<file path="config.mk">
export PLATFORM = sky130hd
export DESIGN_NAME = frame_scanout_flat
export DESIGN_NICKNAME = d
export VERILOG_FILES = /design/src/rtl/video_pkg.sv /design/src/rtl/frame_scanout_if.sv /design/src/rtl/video_timing_gen.sv /design/src/rtl/frame_scanout.sv /design/src/flat_wrapper.sv
export SDC_FILE = /design/constraint.sdc
export NUM_CORES = 1
export LEC_CHECK = 0
export CORE_MARGIN = 5
export CORE_UTILIZATION = 45
export CTS_BUF_LIST = sky130_fd_sc_hd__clkbuf_4 sky130_fd_sc_hd__clkbuf_8
export DETAILED_ROUTE_END_ITERATION = 6
export HOLD_SLACK_MARGIN = 0.06
export PLACE_DENSITY = 0.66
export SYNTH_ARGS = -nofsm -noshare
export SYNTH_HDL_FRONTEND = slang
export SYNTH_HIERARCHICAL = 1
export SYNTH_SLANG_ARGS = --single-unit
</file>
<file path="constraint.sdc">
create_clock -name clk -period 3.43 [get_ports clk]
set_input_delay 0.686 -clock clk [delete_from_list [all_inputs] [get_ports clk]]
set_output_delay 0.686 -clock clk [all_outputs]
set_load 0.05 [all_outputs]
</file>
<file path="src/rtl/video_pkg.sv">
// rtl/video_pkg.sv - Shared 640x480 video timing constants and frame buffer types
package video_pkg;

    localparam int VID_H_ACTIVE = 640;
    localparam int VID_H_FP     = 16;
    localparam int VID_H_SYNC   = 96;
    localparam int VID_H_BP     = 48;
    localparam int VID_V_ACTIVE = 480;
    localparam int VID_V_FP     = 10;
    localparam int VID_V_SYNC   = 2;
    localparam int VID_V_BP     = 33;

    localparam int FB_ADDR_W    = 19;

    typedef logic [FB_ADDR_W-1:0] fb_addr_t;

    // Per-pixel flags that travel down the read-latency alignment pipeline
    typedef struct packed {
        logic de;
        logic hsync;
        logic vsync;
        logic border;
    } pix_flags_t;

    typedef struct packed {
        pix_flags_t pix;
        logic       frame_start;
        logic       frame_edge;
    } timing_t;

endpackage

</file>
<file path="src/rtl/frame_scanout_if.sv">
// rtl/frame_scanout_if.sv - Frame buffer read port and buffer-swap handshake
interface frame_scanout_if
    import video_pkg::*;
#(
    parameter int ADDR_W = FB_ADDR_W
);
    logic [ADDR_W-1:0] fb_rd_addr;
    logic              fb_rd_data;
    logic              fb_swap;
    logic              frame_ready;

    modport master (
        output fb_rd_addr,
        output fb_swap,
        input  fb_rd_data,
        input  frame_ready
    );

    modport slave (
        input  fb_rd_addr,
        input  fb_swap,
        output fb_rd_data,
        output frame_ready
    );
endinterface

</file>
<file path="src/rtl/video_timing_gen.sv">
// rtl/video_timing_gen.sv - Raster h/v counters and per-pixel timing flags
// Border flag is only generated when SCANOUT_BORDER_EN is defined.
module video_timing_gen
    import video_pkg::*;
#(
    parameter int H_ACTIVE = VID_H_ACTIVE,
    parameter int H_FP     = VID_H_FP,
    parameter int H_SYNC   = VID_H_SYNC,
    parameter int H_BP     = VID_H_BP,
    parameter int V_ACTIVE = VID_V_ACTIVE,
    parameter int V_FP     = VID_V_FP,
    parameter int V_SYNC   = VID_V_SYNC,
    parameter int V_BP     = VID_V_BP
) (
    input  logic    clk,
    input  logic    rst_n,
    input  logic    ce,
    output timing_t timing
);
    localparam int H_TOTAL = H_ACTIVE + H_FP + H_SYNC + H_BP;
    localparam int V_TOTAL = V_ACTIVE + V_FP + V_SYNC + V_BP;
    localparam int H_W     = $clog2(H_TOTAL + 1);
    localparam int V_W     = $clog2(V_TOTAL + 1);

    localparam logic [H_W-1:0] H_ACT    = H_W'(H_ACTIVE);
    localparam logic [H_W-1:0] H_ACT_L  = H_W'(H_ACTIVE - 1);
    localparam logic [H_W-1:0] H_LAST   = H_W'(H_TOTAL - 1);
    localparam logic [H_W-1:0] HS_BEG   = H_W'(H_ACTIVE + H_FP);
    localparam logic [H_W-1:0] HS_END   = H_W'(H_ACTIVE + H_FP + H_SYNC);
    localparam logic [V_W-1:0] V_ACT    = V_W'(V_ACTIVE);
    localparam logic [V_W-1:0] V_ACT_L  = V_W'(V_ACTIVE - 1);
    localparam logic [V_W-1:0] V_LAST   = V_W'(V_TOTAL - 1);
    localparam logic [V_W-1:0] VS_BEG   = V_W'(V_ACTIVE + V_FP);
    localparam logic [V_W-1:0] VS_END   = V_W'(V_ACTIVE + V_FP + V_SYNC);

    logic [H_W-1:0] h;
    logic [V_W-1:0] v;

    always_ff @(posedge clk or negedge rst_n) begin
        if (!rst_n) begin
            h <= '0;
            v <= '0;
        end else if (ce) begin
            if (h == H_LAST) begin
                h <= '0;
                v <= (v == V_LAST) ? '0 : v + 1'b1;
            end else begin
                h <= h + 1'b1;
            end
        end
    end

    always_comb begin
        timing           = '0;
        timing.pix.de    = (h < H_ACT) && (v < V_ACT);
        timing.pix.hsync = (h >= HS_BEG) && (h < HS_END);
        timing.pix.vsync = (v >= VS_BEG) && (v < VS_END);
`ifdef SCANOUT_BORDER_EN
        timing.pix.border = timing.pix.de &&
                            ((h == '0) || (h == H_ACT_L) || (v == '0) || (v == V_ACT_L));
`else
        timing.pix.border = 1'b0;
`endif
        timing.frame_start = (h == '0) && (v == '0);
        // First blanking line: where the buffer swap and frame tick happen
        timing.frame_edge  = (h == '0) && (v == V_ACT);
    end

endmodule

</file>
<file path="src/rtl/frame_scanout.sv">
// rtl/frame_scanout.sv - Frame buffer scanout: address walk, latency alignment, swap arbitration
// Optional SCANOUT_BORDER_EN edge-pixel overlay is generated in video_timing_gen.
module frame_scanout
    import video_pkg::*;
#(
    parameter int   H_ACTIVE = VID_H_ACTIVE,
    parameter int   H_FP     = VID_H_FP,
    parameter int   H_SYNC   = VID_H_SYNC,
    parameter int   H_BP     = VID_H_BP,
    parameter int   V_ACTIVE = VID_V_ACTIVE,
    parameter int   V_FP     = VID_V_FP,
    parameter int   V_SYNC   = VID_V_SYNC,
    parameter int   V_BP     = VID_V_BP,
    parameter logic SYNC_POL = 1'b0,
    parameter int   RD_LAT   = 1,
    parameter int   ADDR_W   = FB_ADDR_W
) (
    input  logic            clk,
    input  logic            rst_n,
    input  logic            ce,
    frame_scanout_if.master fb,
    output logic            frame_tick,
    output logic            hsync,
    output logic            vsync,
    output logic            de,
    output logic            pixel
);
    localparam int DLY = 1 + RD_LAT;
    localparam logic [ADDR_W-1:0] ADDR_ONE = ADDR_W'(1);

    if (H_ACTIVE * V_ACTIVE > 2 ** ADDR_W) begin : g_addr_check
        $error("frame_scanout: ADDR_W too narrow for H_ACTIVE*V_ACTIVE");
    end

    timing_t           tm;
    logic [ADDR_W-1:0] rd_addr;
    logic              pending;
    pix_flags_t        pipe [DLY];
    pix_flags_t        out_flags;

    video_timing_gen #(
        .H_ACTIVE (H_ACTIVE),
        .H_FP     (H_FP),
        .H_SYNC   (H_SYNC),
        .H_BP     (H_BP),
        .V_ACTIVE (V_ACTIVE),
        .V_FP     (V_FP),
        .V_SYNC   (V_SYNC),
        .V_BP     (V_BP)
    ) u_timing (
        .clk    (clk),
        .rst_n  (rst_n),
        .ce     (ce),
        .timing (tm)
    );

    // Linear address: restart at top-left, step on active pixels, hold in blanking
    always_ff @(posedge clk or negedge rst_n) begin
        if (!rst_n) begin
            rd_addr <= '0;
        end else if (ce) begin
            if (tm.frame_start) begin
                rd_addr <= '0;
            end else if (tm.pix.de) begin
                rd_addr <= rd_addr + ADDR_ONE;
            end
        end
    end

    assign fb.fb_rd_addr = rd_addr;

    // One stage for the address register plus RD_LAT stages for the memory
    always_ff @(posedge clk or negedge rst_n) begin
        if (!rst_n) begin
            for (int i = 0; i < DLY; i++) begin
                pipe[i] <= '0;
            end
        end else if (ce) begin
            pipe[0] <= tm.pix;
            for (int i = 1; i < DLY; i++) begin
                pipe[i] <= pipe[i-1];
            end
        end
    end

    assign out_flags = pipe[DLY-1];
    assign de        = out_flags.de;
    assign hsync     = out_flags.hsync ? SYNC_POL : ~SYNC_POL;
    assign vsync     = out_flags.vsync ? SYNC_POL : ~SYNC_POL;
    assign pixel     = out_flags.de & (fb.fb_rd_data | out_flags.border);

    // A ready seen on the swap cycle itself is consumed by that swap
    always_ff @(posedge clk or negedge rst_n) begin
        if (!rst_n) begin
            pending <= 1'b0;
        end else if (ce) begin
            if (tm.frame_edge) begin
                pending <= 1'b0;
            end else if (fb.frame_ready) begin
                pending <= 1'b1;
            end
        end
    end

    assign fb.fb_swap = ce & tm.frame_edge & (pending | fb.frame_ready);
    assign frame_tick = ce & tm.frame_edge;

endmodule

</file>
<file path="src/flat_wrapper.sv">
// flat-port wrapper written by rule: the top's interface ports become plain ports
module frame_scanout_flat import video_pkg::*;
#(
    parameter int   H_ACTIVE = VID_H_ACTIVE,
    parameter int   H_FP     = VID_H_FP,
    parameter int   H_SYNC   = VID_H_SYNC,
    parameter int   H_BP     = VID_H_BP,
    parameter int   V_ACTIVE = VID_V_ACTIVE,
    parameter int   V_FP     = VID_V_FP,
    parameter int   V_SYNC   = VID_V_SYNC,
    parameter int   V_BP     = VID_V_BP,
    parameter logic SYNC_POL = 1'b0,
    parameter int   RD_LAT   = 1,
    parameter int   ADDR_W   = FB_ADDR_W
)
  (clk, rst_n, ce, frame_tick, hsync, vsync, de, pixel, fb_fb_rd_addr, fb_fb_swap, fb_fb_rd_data, fb_frame_ready);
  frame_scanout_if #(.ADDR_W(ADDR_W)) fb_i ();
  input  logic clk;
  input  logic rst_n;
  input  logic ce;
  output logic frame_tick;
  output logic hsync;
  output logic vsync;
  output logic de;
  output logic pixel;
  output wire logic [$bits(fb_i.fb_rd_addr)-1:0] fb_fb_rd_addr;
  output wire logic [$bits(fb_i.fb_swap)-1:0] fb_fb_swap;
  input wire logic [$bits(fb_i.fb_rd_data)-1:0] fb_fb_rd_data;
  input wire logic [$bits(fb_i.frame_ready)-1:0] fb_frame_ready;
  assign fb_fb_rd_addr = fb_i.fb_rd_addr;
  assign fb_fb_swap = fb_i.fb_swap;
  assign fb_i.fb_rd_data = fb_fb_rd_data;
  assign fb_i.frame_ready = fb_frame_ready;
  frame_scanout #(.H_ACTIVE(H_ACTIVE), .H_FP(H_FP), .H_SYNC(H_SYNC), .H_BP(H_BP), .V_ACTIVE(V_ACTIVE), .V_FP(V_FP), .V_SYNC(V_SYNC), .V_BP(V_BP), .SYNC_POL(SYNC_POL), .RD_LAT(RD_LAT), .ADDR_W(ADDR_W)) u_core (.clk(clk), .rst_n(rst_n), .ce(ce), .fb(fb_i), .frame_tick(frame_tick), .hsync(hsync), .vsync(vsync), .de(de), .pixel(pixel));
endmodule
</file>
Yosys cells after proc, flatten, opt, wreduce, memory -nomap -nowiden
Cells that the tools add are included.
{"block": "totals", "output_inout_bits": 25, "elab_cells": 46, "inputBits": 5, "register_bits": 46}
{"block": "classes", "eq_ne": 3, "order_cmp": 6, "n_reduce_logical": 12, "muxes": 8, "bitwise": 4, "n_addsub": 3}
{"op": "$mux 19", "count": 2}
{"op": "$add 10x1->10 const B", "count": 2}
{"op": "$eq 10x10->1 const B", "count": 2}
{"op": "$logic_not 10->1", "count": 2}
{"op": "$lt 10x10->1 const B", "count": 2}
{"op": "$lt 10x9->1 const B", "count": 2}
{"op": "$mux 10", "count": 2}
{"op": "$add 19x1->19 const B", "count": 1}
{"op": "$eq 10x9->1 const B", "count": 1}
{"op": "$ge 10x10->1 const B", "count": 1}
{"op": "$ge 10x9->1 const B", "count": 1}
{"op": "$reduce_and 2->1", "count": 3}
{"op": "$logic_and 1x1->1", "count": 5}
{"op": "$mux 1", "count": 4}
{"op": "$reduce_bool 2->1", "count": 2}
{"op": "$and 1x1->1", "count": 3}
{"op": "$or 1x1->1", "count": 1}

Depth between registers and ports, before layout
Gate-level depths: netlist of run 1.
{"block": "logic_depth", "ltp_word": 4, "ltp_mapped": 10, "mapped_depth_nobuf": 9}

By module
The synthesis of run 1 kept the hierarchy.
{"mod": "frame_scanout", "area_per_inst_um2": 1432.6, "seq_area_each_um2": 700.7, "n_inst": 1, "cells_each": 149}
{"mod": "video_timing_gen", "area_per_inst_um2": 1176.1, "seq_area_each_um2": 500.5, "n_inst": 1, "cells_each": 121}

Worst setup path after synthesis of run 1
OpenSTA, ideal clock, no wires.
{"block": "synth_timing", "path_type": "input port to output port", "start": "input port ce", "end": "output port fb_fb_swap", "n_path_buf": 2, "setup_slack_ns": 0.617, "t_required_ns": 2.744, "path_stages": 4, "arrival_time_ns": 2.127, "path_cell_list": "buf_2 > clkbuf_1 > and2_1 > o21a_1"}
{"block": "synth_between", "elab_chain_cells": 2}
{"element": "from (decl)", "line": "flat_wrapper.sv:20", "text": "input logic ce;"}
{"element": "$and 1x1->1"}
{"element": "net frame_tick", "line": "flat_wrapper.sv:21", "text": "output logic frame_tick;"}
{"element": "$and 1x1->1", "line": "frame_scanout.sv:105", "text": "assign fb.fb_swap = ce & tm.frame_edge & (pending | fb.frame_ready);"}
{"element": "to (decl)", "line": "flat_wrapper.sv:27", "text": "output wire logic [$bits(fb_i.fb_swap)-1:0] fb_fb_swap;"}
The timed path passes the listed nets, and every way through them passes these cells.

==> results of run 1 <==
[worst reg2reg max path, stage by stage (launching register included)]
cell	delay [ps]
dfrtp_1	440
inv_1	80
ha_1	160
nor4b_1	230
nand4_1	170
nor4b_1	450
o211ai_1	240
or4_4	590
or3_1	360
a21oi_1	150
[worst max-delay path by stage]
stage / from / to / slack [ps] / cells after the start
2_1_floorplan: ce / fb_fb_swap / 620 / 4
3_3_place_gp: u_core/u_timing/v[0]$_DFFE_PN0P_ / u_core/fb.fb_rd_addr[13]$_DFFE_PN0P_ / 560 / 9
3_5_place_dp: u_core/u_timing/v[1]$_DFFE_PN0P_ / u_core/fb.fb_rd_addr[13]$_DFFE_PN0P_ / 510 / 9
4_1_cts: u_core/u_timing/h[0]$_DFFE_PN0P_ / fb_fb_swap / 440 / 8
5_1_grt: u_core/u_timing/v[1]$_DFFE_PN0P_ / fb_fb_swap / 270 / 8
6_report: u_core/u_timing/v[1]$_DFFE_PN0P_ / fb_fb_swap / 480 / 8
[final cells by class]
cell class,count,share of cell area (%)
timing repair buffer,34,11.1
clock inverter,2,1.26
clock buffer,6,2.68
multi-input combinational,193,41.2
sequential,48,39.0
inverter,15,1.83
tap,72,2.92
[through the flow]
stage	setup slack [ps]	power, mW	hold WS, ps	instance area [µm²]	instances
3_3_place_gp	560	1.24	474	2960	362
5_1_grt	268	1.77	536	3080	370
4_1_cts	440	1.68	512	3080	370
6_report	480	1.66	496	3080	370
2_1_floorplan	617	1.10	390	2610	270
3_5_place_dp	508	1.24	491	2960	362
[metal layers]
metal	global-route usage, %	part of all wire, %
met1	22.0	47
met2	25.2	48
met3	2.88	4.5
met4	4.75	0.96
met5	0	0
[synthesized netlist by cell type (2+ instances only)]
cell | number | area [µm²]
and3_1 | 4 | 25.0
xnor2_1 | 8 | 70.1
and2_1 | 5 | 31.3
nand4_1 | 11 | 68.8
and4_1 | 2 | 17.5
clkbuf_1 | 7 | 26.3
o21a_1 | 4 | 30.0
buf_4 | 5 | 37.5
nor4b_1 | 3 | 26.3
o211ai_1 | 2 | 15.0
nor2_1 | 17 | 63.8
mux2_2 | 8 | 90.1
ha_1 | 5 | 62.6
nand3_1 | 15 | 75.1
mux2i_1 | 2 | 20.0
nand2_1 | 25 | 93.8
o31ai_1 | 2 | 15.0
nor4_1 | 10 | 62.6
nand2b_1 | 2 | 12.5
nor3b_1 | 3 | 22.5
or4_1 | 2 | 15.0
inv_1 | 15 | 56.3
xor2_1 | 8 | 70.1
nor3_1 | 4 | 20.0
o21ai_0 | 15 | 75.1
or4_4 | 2 | 22.5
o31a_1 | 2 | 17.5
or3_1 | 3 | 18.8
dfrtp_1 | 48 | 1200
o22ai_1 | 5 | 31.3
a21oi_1 | 9 | 45.0
[flip-flops by register name (all words and copies together), names as in the netlist]
register and flops:
u_core/de 1, u_core/fb.fb_rd_addr 19, u_core/out_flags 3, u_core/pending 1
u_core/pipe 4, u_core/u_timing/h 10, u_core/u_timing/v 10
[where the power goes]
| part | switching (mW) | internal (mW) | total [mW] |
|---|---|---|---|
| clock network | 0.191 | 0.239 | 0.429 |
| registers | 0.129 | 0.637 | 0.767 |
| logic | 0.288 | 0.179 | 0.468 |
| total | 0.609 | 1.06 | 1.66 |
[logic make-up (layout without fill, tap and decap cells)]
logic type,after synthesis,in the layout,synth area share [%]
other cells,1,1,0.144
mux,10,10,4.22
flops,48,48,46.0
fa+ha+maj,5,5,2.40
buf+inv,29,57,5.23
compound gates,45,45,10.8
xor+xnor,16,16,5.37
simple gates,116,116,25.8
==> metrics.txt, run 1 <==
FMAX 0.339 GHz; Critical Path RT approximately 2700 ps; Critical Path Sink Type output port; outcome finished clean; Primary FF master, synth dfrtp_1; critical path's slowest cell dfrtp_1; syn nets 280; reg2reg path depth 9; Fin. Hold Viols 0; CP max FO 5; RSZ-0062 raised after global routing no; Root Driver clkbuf_8; TNS Setup 0 ps; skew final 9.89 ps; Synth Cell Area approximately 0.0026 mm²; Tot GR Track Use between 15 and 20%; count of final setup violators 0; maximum clock path buffer count 2; fin crit share between 80% and 90%; maximum vdd drop between 0.3 and 0.4 mV; final wirelength about 5300 µm; Multi-input gate area roughly 0.0013 mm²; hold path start u_core/pipe[6]$_DFFE_PN0P_; DP Wirelength between 3000 and 4000 µm; CTS buffer count 5; Buf/Inv on CP 2; asr flop ratio synth 100%; number of remaining DRC errors 0; Sequential Area between 0.001 and 0.0015 mm²; Slew @ Worst Pin around 1000 ps; Worst R2R Start u_core/u_timing/v[1]$_DFFE_PN0P_; Crit Path Class flip-flop to output port; CTS tree done; Hold Path Stages 2; # fillers just over 500; leakage between 1 and 1.5 nW; final core area utilization between 50% and 60%; crit path time final ~3000 ps; Yosys reg bits 48; post-CTS sizing 0; commonest non-fill, non-tap cells in the layout dfrtp_1 (48), clkdlybuf4s50_1 (26), nand2_1 (25); Core Rows 27; First DRT Iteration DRCs ~110; DIE HEIGHT about 86 µm; R2R setup slack slightly above 500 ps; Core Box Area around 0.0056 mm²; crit path DAT 2260 ps; crit path cell chain inv_1, ha_1, nor4b_1, nand4_1, nor4_1, and2_1, o21a_1, buf_12; Mapped Avg Cell Area approximately 9.7 µm²; Initial Util between 40% and 50%; area grow syn2layout 18.2%; die width between 80 and 90 µm; clk_lat worst skew around 300 ps; initial antenna violation count 0; layout cells sized above 1 10.4%; Pins Over Slew Limit 0; Max stage delay on crit path about 440 ps; CP startpoint kind flip-flop; setup bufs post-CTS 0; Crit path max-delay family simple AND/OR/NAND/NOR gates; largest net degree at the start of global routing 49; vias between 2000 and 2500; worst hold path class flip-flop to flip-flop; reg-to-reg endpoint u_core/fb.fb_rd_addr[13]$_DFFE_PN0P_; Clock Sink Count 48; sequential area share after synthesis between 40% and 50%; Post-synth EDFFs 0; num ports 30; Routed wire per std cell roughly 14 µm; Gate Count Post-Synth 270; grt ovf 0; # Max-Cap Violations 0; cts hold-fix bufs 0; Routed Antenna Nets 0; Slew headroom between 30 and 40%; diode count 0; pwr dens roughly 540 mW/mm²; first-pass GRT wire length roughly 9500 µm; Reg clk slew, reported paths around 90 ps; Port Buf Inserts 29; Layout Nets around 300; hold path endpoint u_core/out_flags[2]$_DFFE_PN0P_; post-synth cell types 48; die area roughly 0.0074 mm²; commonest non-fill, non-tap cell in the layout dfrtp_1; DR pass1 iterations 4; yosys warns 6; Max H-tree Level 2; via/cell ratio roughly 5.6; vias in the first global route about 2000; RePlAce Congestion just under 0.8
No activity file was read; power rests on OpenSTA's default activity.
==> run 2, diff against run 1 <==
- SLEW_MARGIN: default -> 20
==> run 2 against run 1 <==
Against the previous run: clock skew is essentially flat; combinational power is essentially flat; sequential power about the same; via count shrank 0.14%; sequential share of layout area is essentially flat; total power barely moved; critical endpoint unchanged; largest cell class unchanged; highest routed layer unchanged.
==> metrics.txt, run 2 (same netlist as run 1, synthesis figures left out) <==
outcome finished clean; DP Wirelength 3760 µm (unchanged); fin crit share 86.0% (about the same); CP Capture Point fb_fb_swap; Critical Path RT 2740 ps (about the same); Core Box Area 0.00557 mm² (unchanged); initial antenna violation count 0 (unchanged); Layout Nets 307 (unchanged); Tot GR Track Use 15.9% (unchanged); Max H-tree Level 2 (unchanged); Area after DPL 0.00296 mm² (unchanged); FMAX 0.339 GHz (about the same); Power Total 1.66 mW (about the same); commonest non-fill, non-tap cell in the layout dfrtp_1; CTS tree done; area grow syn2layout 18.3% (about the same); First DRT Iteration DRCs 114 (unchanged); DIE HEIGHT 86.1 µm (unchanged); Pins Over Slew Limit 0 (unchanged); first-pass GRT wire length 9540 µm (unchanged); cts hold-fix bufs 0 (unchanged); CTS buffer count 5 (unchanged); crit path DAT 2260 ps (about the same); Finished Layout Cells 370 (unchanged); placed insts 362 (unchanged); Fin. Hold Viols 0 (unchanged); max reg flops 19 (unchanged); commonest non-fill, non-tap cells in the layout dfrtp_1 (48), clkdlybuf4s50_1 (26), nand2_1 (25); # Max-Cap Violations 0 (unchanged); vias 2075 (-0.14%); die area 0.00742 mm² (unchanged); die width 86.1 µm (unchanged); post-CTS sizing 0 (unchanged); Reg clk slew, reported paths 90 ps (about the same); Core Rows 27 (unchanged); CP max FO 5 (unchanged); Initial Util 46.8% (unchanged); RePlAce Congestion 0.776 (unchanged); CP startpoint kind flip-flop; crit path time final 2950 ps (+0.0490 ps); crit path from u_core/u_timing/v[1]$_DFFE_PN0P_; skew final 10.1 ps (+0.195 ps); TNS Setup 0 ps (unchanged); maximum clock path buffer count 2 (unchanged); pwr dens 539 mW/mm² (about the same); diode count 0 (unchanged); final core area utilization 55.4% (about the same); number of remaining DRC errors 0 (unchanged); maximum vdd drop 0.318 mV (about the same); RSZ-0062 raised after global routing no; setup bufs post-CTS 0 (unchanged); num ports 30 (unchanged); largest net degree at the start of global routing 49 (unchanged); via/cell ratio 5.61 (-0.14%); layout cells sized above 1 10.4% (unchanged); Clock Sink Count 48 (unchanged); vias in the first global route 1959 (unchanged); reg-to-reg endpoint u_core/fb.fb_rd_addr[13]$_DFFE_PN0P_; reg2reg path depth 9 (unchanged); post-route design area 0.00309 mm² (about the same); leakage 1.32 nW (about the same); Worst R2R Start u_core/u_timing/v[1]$_DFFE_PN0P_; worst hold path class input port to asynchronous set/reset pin; count of final setup violators 0 (unchanged); R2R setup slack 510 ps (about the same); Critical Path Sink Type output port; Crit Path Class flip-flop to output port; clk_lat worst skew 300 ps (about the same); final wirelength 5310 µm (about the same); grt ovf 0 (unchanged); Routed wire per std cell 14.3 µm (about the same); Routed Antenna Nets 0 (unchanged); Slew @ Worst Pin 598 ps (-449 ps); Root Driver clkbuf_8; Slew headroom 60.2% (+30 points); DR pass1 iterations 4 (unchanged); Port Buf Inserts 29 (unchanged)
-- run 2: cell types whose count changed in the layout (fill, tap and decap cells not counted) --
cell	previous run	this run
buf_4	5	6
buf_2	1	0
-- run 2: layout make-up --
class | instances | area (µm²)
Tap cell | 72 | 90.1
Multi-Input combinational cell | 193 | 1270
Sequential cell | 48 | 1200
Timing Repair Buffer | 34 | 345
Inverter | 15 | 56.3
Fill cell | 508 | 2490
Clock inverter | 2 | 38.8
Clock buffer | 6 | 82.6
-- run 2: per-stage QoR --
| step | hold WS [ps] | worst slack [ps] |
|---|---|---|
| after floorplan | 390 | 617 |
| after global placement | 474 | 560 |
| after detailed placement | 491 | 508 |
| after CTS | 512 | 440 |
| after global routing | 436 | 268 |
| final | 383 | 480 |
-- run 2: worst min-delay path by stage --
stage,cells after the start,slack [ps],start,to
after floorplan,0,390,rst_n,u_core/de$_DFFE_PN0P_
after global placement,2,470,u_core/pipe[5]$_DFFE_PN0P_,u_core/out_flags[1]$_DFFE_PN0P_
after detailed placement,2,490,u_core/pipe[5]$_DFFE_PN0P_,u_core/out_flags[1]$_DFFE_PN0P_
after CTS,2,510,u_core/pipe[5]$_DFFE_PN0P_,u_core/out_flags[1]$_DFFE_PN0P_
after global routing,1,440,rst_n,u_core/fb.fb_rd_addr[5]$_DFFE_PN0P_
final,1,380,rst_n,u_core/fb.fb_rd_addr[3]$_DFFE_PN0P_
-- run 2: critical path: stages, from the launching register on --
cell and delay, ps:
dfrtp_1 440, inv_1 80, ha_1 160, nor4b_1 230, nand4_1 170, nor4_1 300, and2_1 270, o21a_1 190
buf_12 140
-- run 2: report_power, final --
| part | switching, mW | internal [mW] |
|---|---|---|
| Clock | 0.191 | 0.239 |
| Combinational | 0.289 | 0.180 |
| Sequential | 0.130 | 0.637 |
| Total | 0.609 | 1.06 |
-- run 2: metal layers --
layer  GRT usage (%)  share of wire [%]  up-vias
met2            25.2                 48       43
met3            2.88                4.3        5
met1            22.0                 47     1006
met5               0                  0        -
li1                -                  -     1021
met4            4.75               0.96        0
==> run 3, diff against run 2 <==
- CTS_CLUSTER_SIZE: default -> 16
- SLEW_MARGIN: 20 -> 25
==> run 3 against run 2 <==
Against the previous run: worst hold slack improved by 5.3 ps; count of clock-buffer cells in the layout fell by 1; die area did not move; clock power rose by 9.8%.
==> metrics.txt, run 3 (same netlist as run 1, synthesis figures left out) <==
grt ovf 0 (unchanged); Crit path max-delay family simple AND/OR/NAND/NOR gates; reg2reg path depth 9 (unchanged); CP startpoint kind flip-flop; Clock Sink Count 48 (unchanged); Slew headroom 60.1% (about the same); Sw Share 35.1% (-1.5 points); diode count 0 (unchanged); Reg power frac 44.9% (-1.2 points); Buf/Inv on CP 2 (unchanged); vias 2031 (-2.1%); # fillers 487 (-4.1%); area grow syn2layout 18.6%; commonest non-fill, non-tap cells in the layout dfrtp_1 (48), clkdlybuf4s50_1 (26), nand2_1 (25); # Max-Cap Violations 0 (unchanged); DR pass1 iterations 4 (unchanged); Worst R2R Start u_core/u_timing/v[1]$_DFFE_PN0P_; DIE HEIGHT 86.1 µm (unchanged); switching power 0.598 mW (-1.9%); maximum clock path buffer count 2 (unchanged); pre-CTS WS 505 ps (-2.36 ps); reg-to-reg endpoint u_core/fb.fb_rd_addr[13]$_DFFE_PN0P_; cts hold-fix bufs 0 (unchanged); Sequential Area 0.00120 mm² (unchanged); vias in the first global route 1949 (-0.51%); CTS tree done; Fin. Hold Viols 0 (unchanged); Routed wire per std cell 14.4 µm (about the same); initial antenna violation count 0 (unchanged); CTS buffer count 5 (unchanged); Routed Antenna Nets 0 (unchanged); RSZ-0062 raised after global routing no; outcome finished clean; fin crit share 87.0% (+0.97 points); leakage 1.32 nW (+0.21%); Port Buf Inserts 29 (unchanged); crit path DAT 2300 ps (+40 ps); Critical Path Sink Type output port; Max stage delay on crit path 440 ps (about the same); crit path cell chain inv_1, ha_1, nor4b_1, nand4_1, nor4_1, and2_1, o21a_1, buf_12; Layout Nets 307 (unchanged); Max H-tree Level 2 (unchanged); Power Total 1.70 mW (+2.2%); first-pass GRT wire length 9200 µm (-3.5%); CP max FO 5 (unchanged); Slew @ Worst Pin 598 ps (+0.505 ps); post-CTS sizing 0 (unchanged); skew final 9.65 ps (-0.438 ps); commonest non-fill, non-tap cell in the layout dfrtp_1; num ports 30 (unchanged); FMAX 0.335 GHz (-1.1%); number of remaining DRC errors 0 (unchanged); min setup slack post-route 447 ps (-33.1 ps); Core Box Area 0.00557 mm² (unchanged); max reg flops 19 (unchanged); Root Driver clkbuf_8; pwr dens 550 mW/mm² (+2.0%); R2R setup slack 490 ps (-20 ps); Pins Over Slew Limit 0 (unchanged); worst hold path class input port to asynchronous set/reset pin; setup bufs post-CTS 0 (unchanged); via/cell ratio 5.50 (-1.9%); RePlAce Congestion 0.776 (unchanged); Crit Path Class flip-flop to output port; Critical Path RT 2740 ps (about the same); count of final setup violators 0 (unchanged); layout cells sized above 1 10.1% (-0.30 points); crit path time final 2980 ps (+33.1 ps); Finished Layout Cells 369 (-0.27%); critical path's slowest cell dfrtp_1; die width 86.1 µm (unchanged); Pint 1.10 mW (+4.6%); largest net degree at the start of global routing 49 (unchanged); Core Rows 27 (unchanged); Comb power frac 27.4% (-0.7 points); placed insts 362 (unchanged); DP Wirelength 3740 µm (-0.69%); die area 0.00742 mm² (unchanged); final wirelength 5300 µm (-0.23%); Tot GR Track Use 15.3% (-0.61 points); Initial Util 46.8% (unchanged); Reg clk slew, reported paths 90 ps (about the same); maximum vdd drop 0.388 mV (+22%); clk_lat worst skew 300 ps (about the same); TNS Setup 0 ps (unchanged); Multi-input gate area 0.00127 mm² (unchanged); Clock Power Share 27.7% (+1.9 points); First DRT Iteration DRCs 90 (-21%)
==> run 3: cell types whose count changed in the layout (fill, tap and decap cells not counted), sizes merged <==
cell / before / now
clkinv: 1 / 0
clkbuf: 6 / 5
bufinv: 1 / 2
==> run 3: worst register-to-register path, delay by kind of cell (launching register included) <==
| family | cells | cell delay (ps) |
|---|---|---|
| and+or+nand+nor | 5 | 1800 |
| AOI/OAI and AO/OA | 2 | 380 |
| buffers and inverters | 1 | 80 |
| adders and majority gates | 1 | 170 |
| DFF | 1 | 440 |
==> run 3: routing by layer <==
metal	vias to the layer above	track usage (%)	wire length, µm
met1	957	21.0	2480
li1	1026	-	-
met5	-	0	0
met3	4	3.27	262
met4	0	4.89	44
met2	44	23.9	2510
==> run 3: stage by stage <==
step / util (%) / area, µm² / hold slack (ps)
6_report: 55.5 / 3090 / 388
4_1_cts: 55.5 / 3090 / 416
5_1_grt: 55.5 / 3090 / 438
3_5_place_dp: 53.2 / 2960 / 489
3_3_place_gp: 53.1 / 2960 / 474
2_1_floorplan: - / 2610 / 390
==> run 3: cell type report <==
| class | count | share of cell area, % |
|---|---|---|
| sequential | 48 | 38.8 |
| tap | 72 | 2.91 |
| inverter | 15 | 1.82 |
| clock inverter | 2 | 1.94 |
| timing repair buffer | 34 | 11.2 |
| clock buffer | 5 | 2.22 |
| multi-input combinational | 193 | 41.1 |
==> run 3: how the worst max path moves through the flow <==
stage / startpoint / endpoint / slack (ps) / cells past startpoint
finish: u_core/u_timing/v[1]$_DFFE_PN0P_ / fb_fb_swap / 450 / 8
global route: u_core/u_timing/v[1]$_DFFE_PN0P_ / fb_fb_swap / 220 / 8
CTS: u_core/u_timing/v[1]$_DFFE_PN0P_ / fb_fb_swap / 400 / 8
detailed placement: u_core/u_timing/v[1]$_DFFE_PN0P_ / u_core/fb.fb_rd_addr[13]$_DFFE_PN0P_ / 510 / 9
floorplan: ce / fb_fb_swap / 620 / 4
global placement: u_core/u_timing/v[0]$_DFFE_PN0P_ / u_core/fb.fb_rd_addr[13]$_DFFE_PN0P_ / 560 / 9
==> run 3: power groups by stage <==
stage / clock, mW / combinational (mW) / sequential [mW]
after floorplan: 0 / 0.238 / 0.862
after global placement: 0 / 0.463 / 0.774
after detailed placement: 0 / 0.468 / 0.776
after CTS: 0.485 / 0.470 / 0.764
after global routing: 0.509 / 0.508 / 0.781
final: 0.471 / 0.466 / 0.764
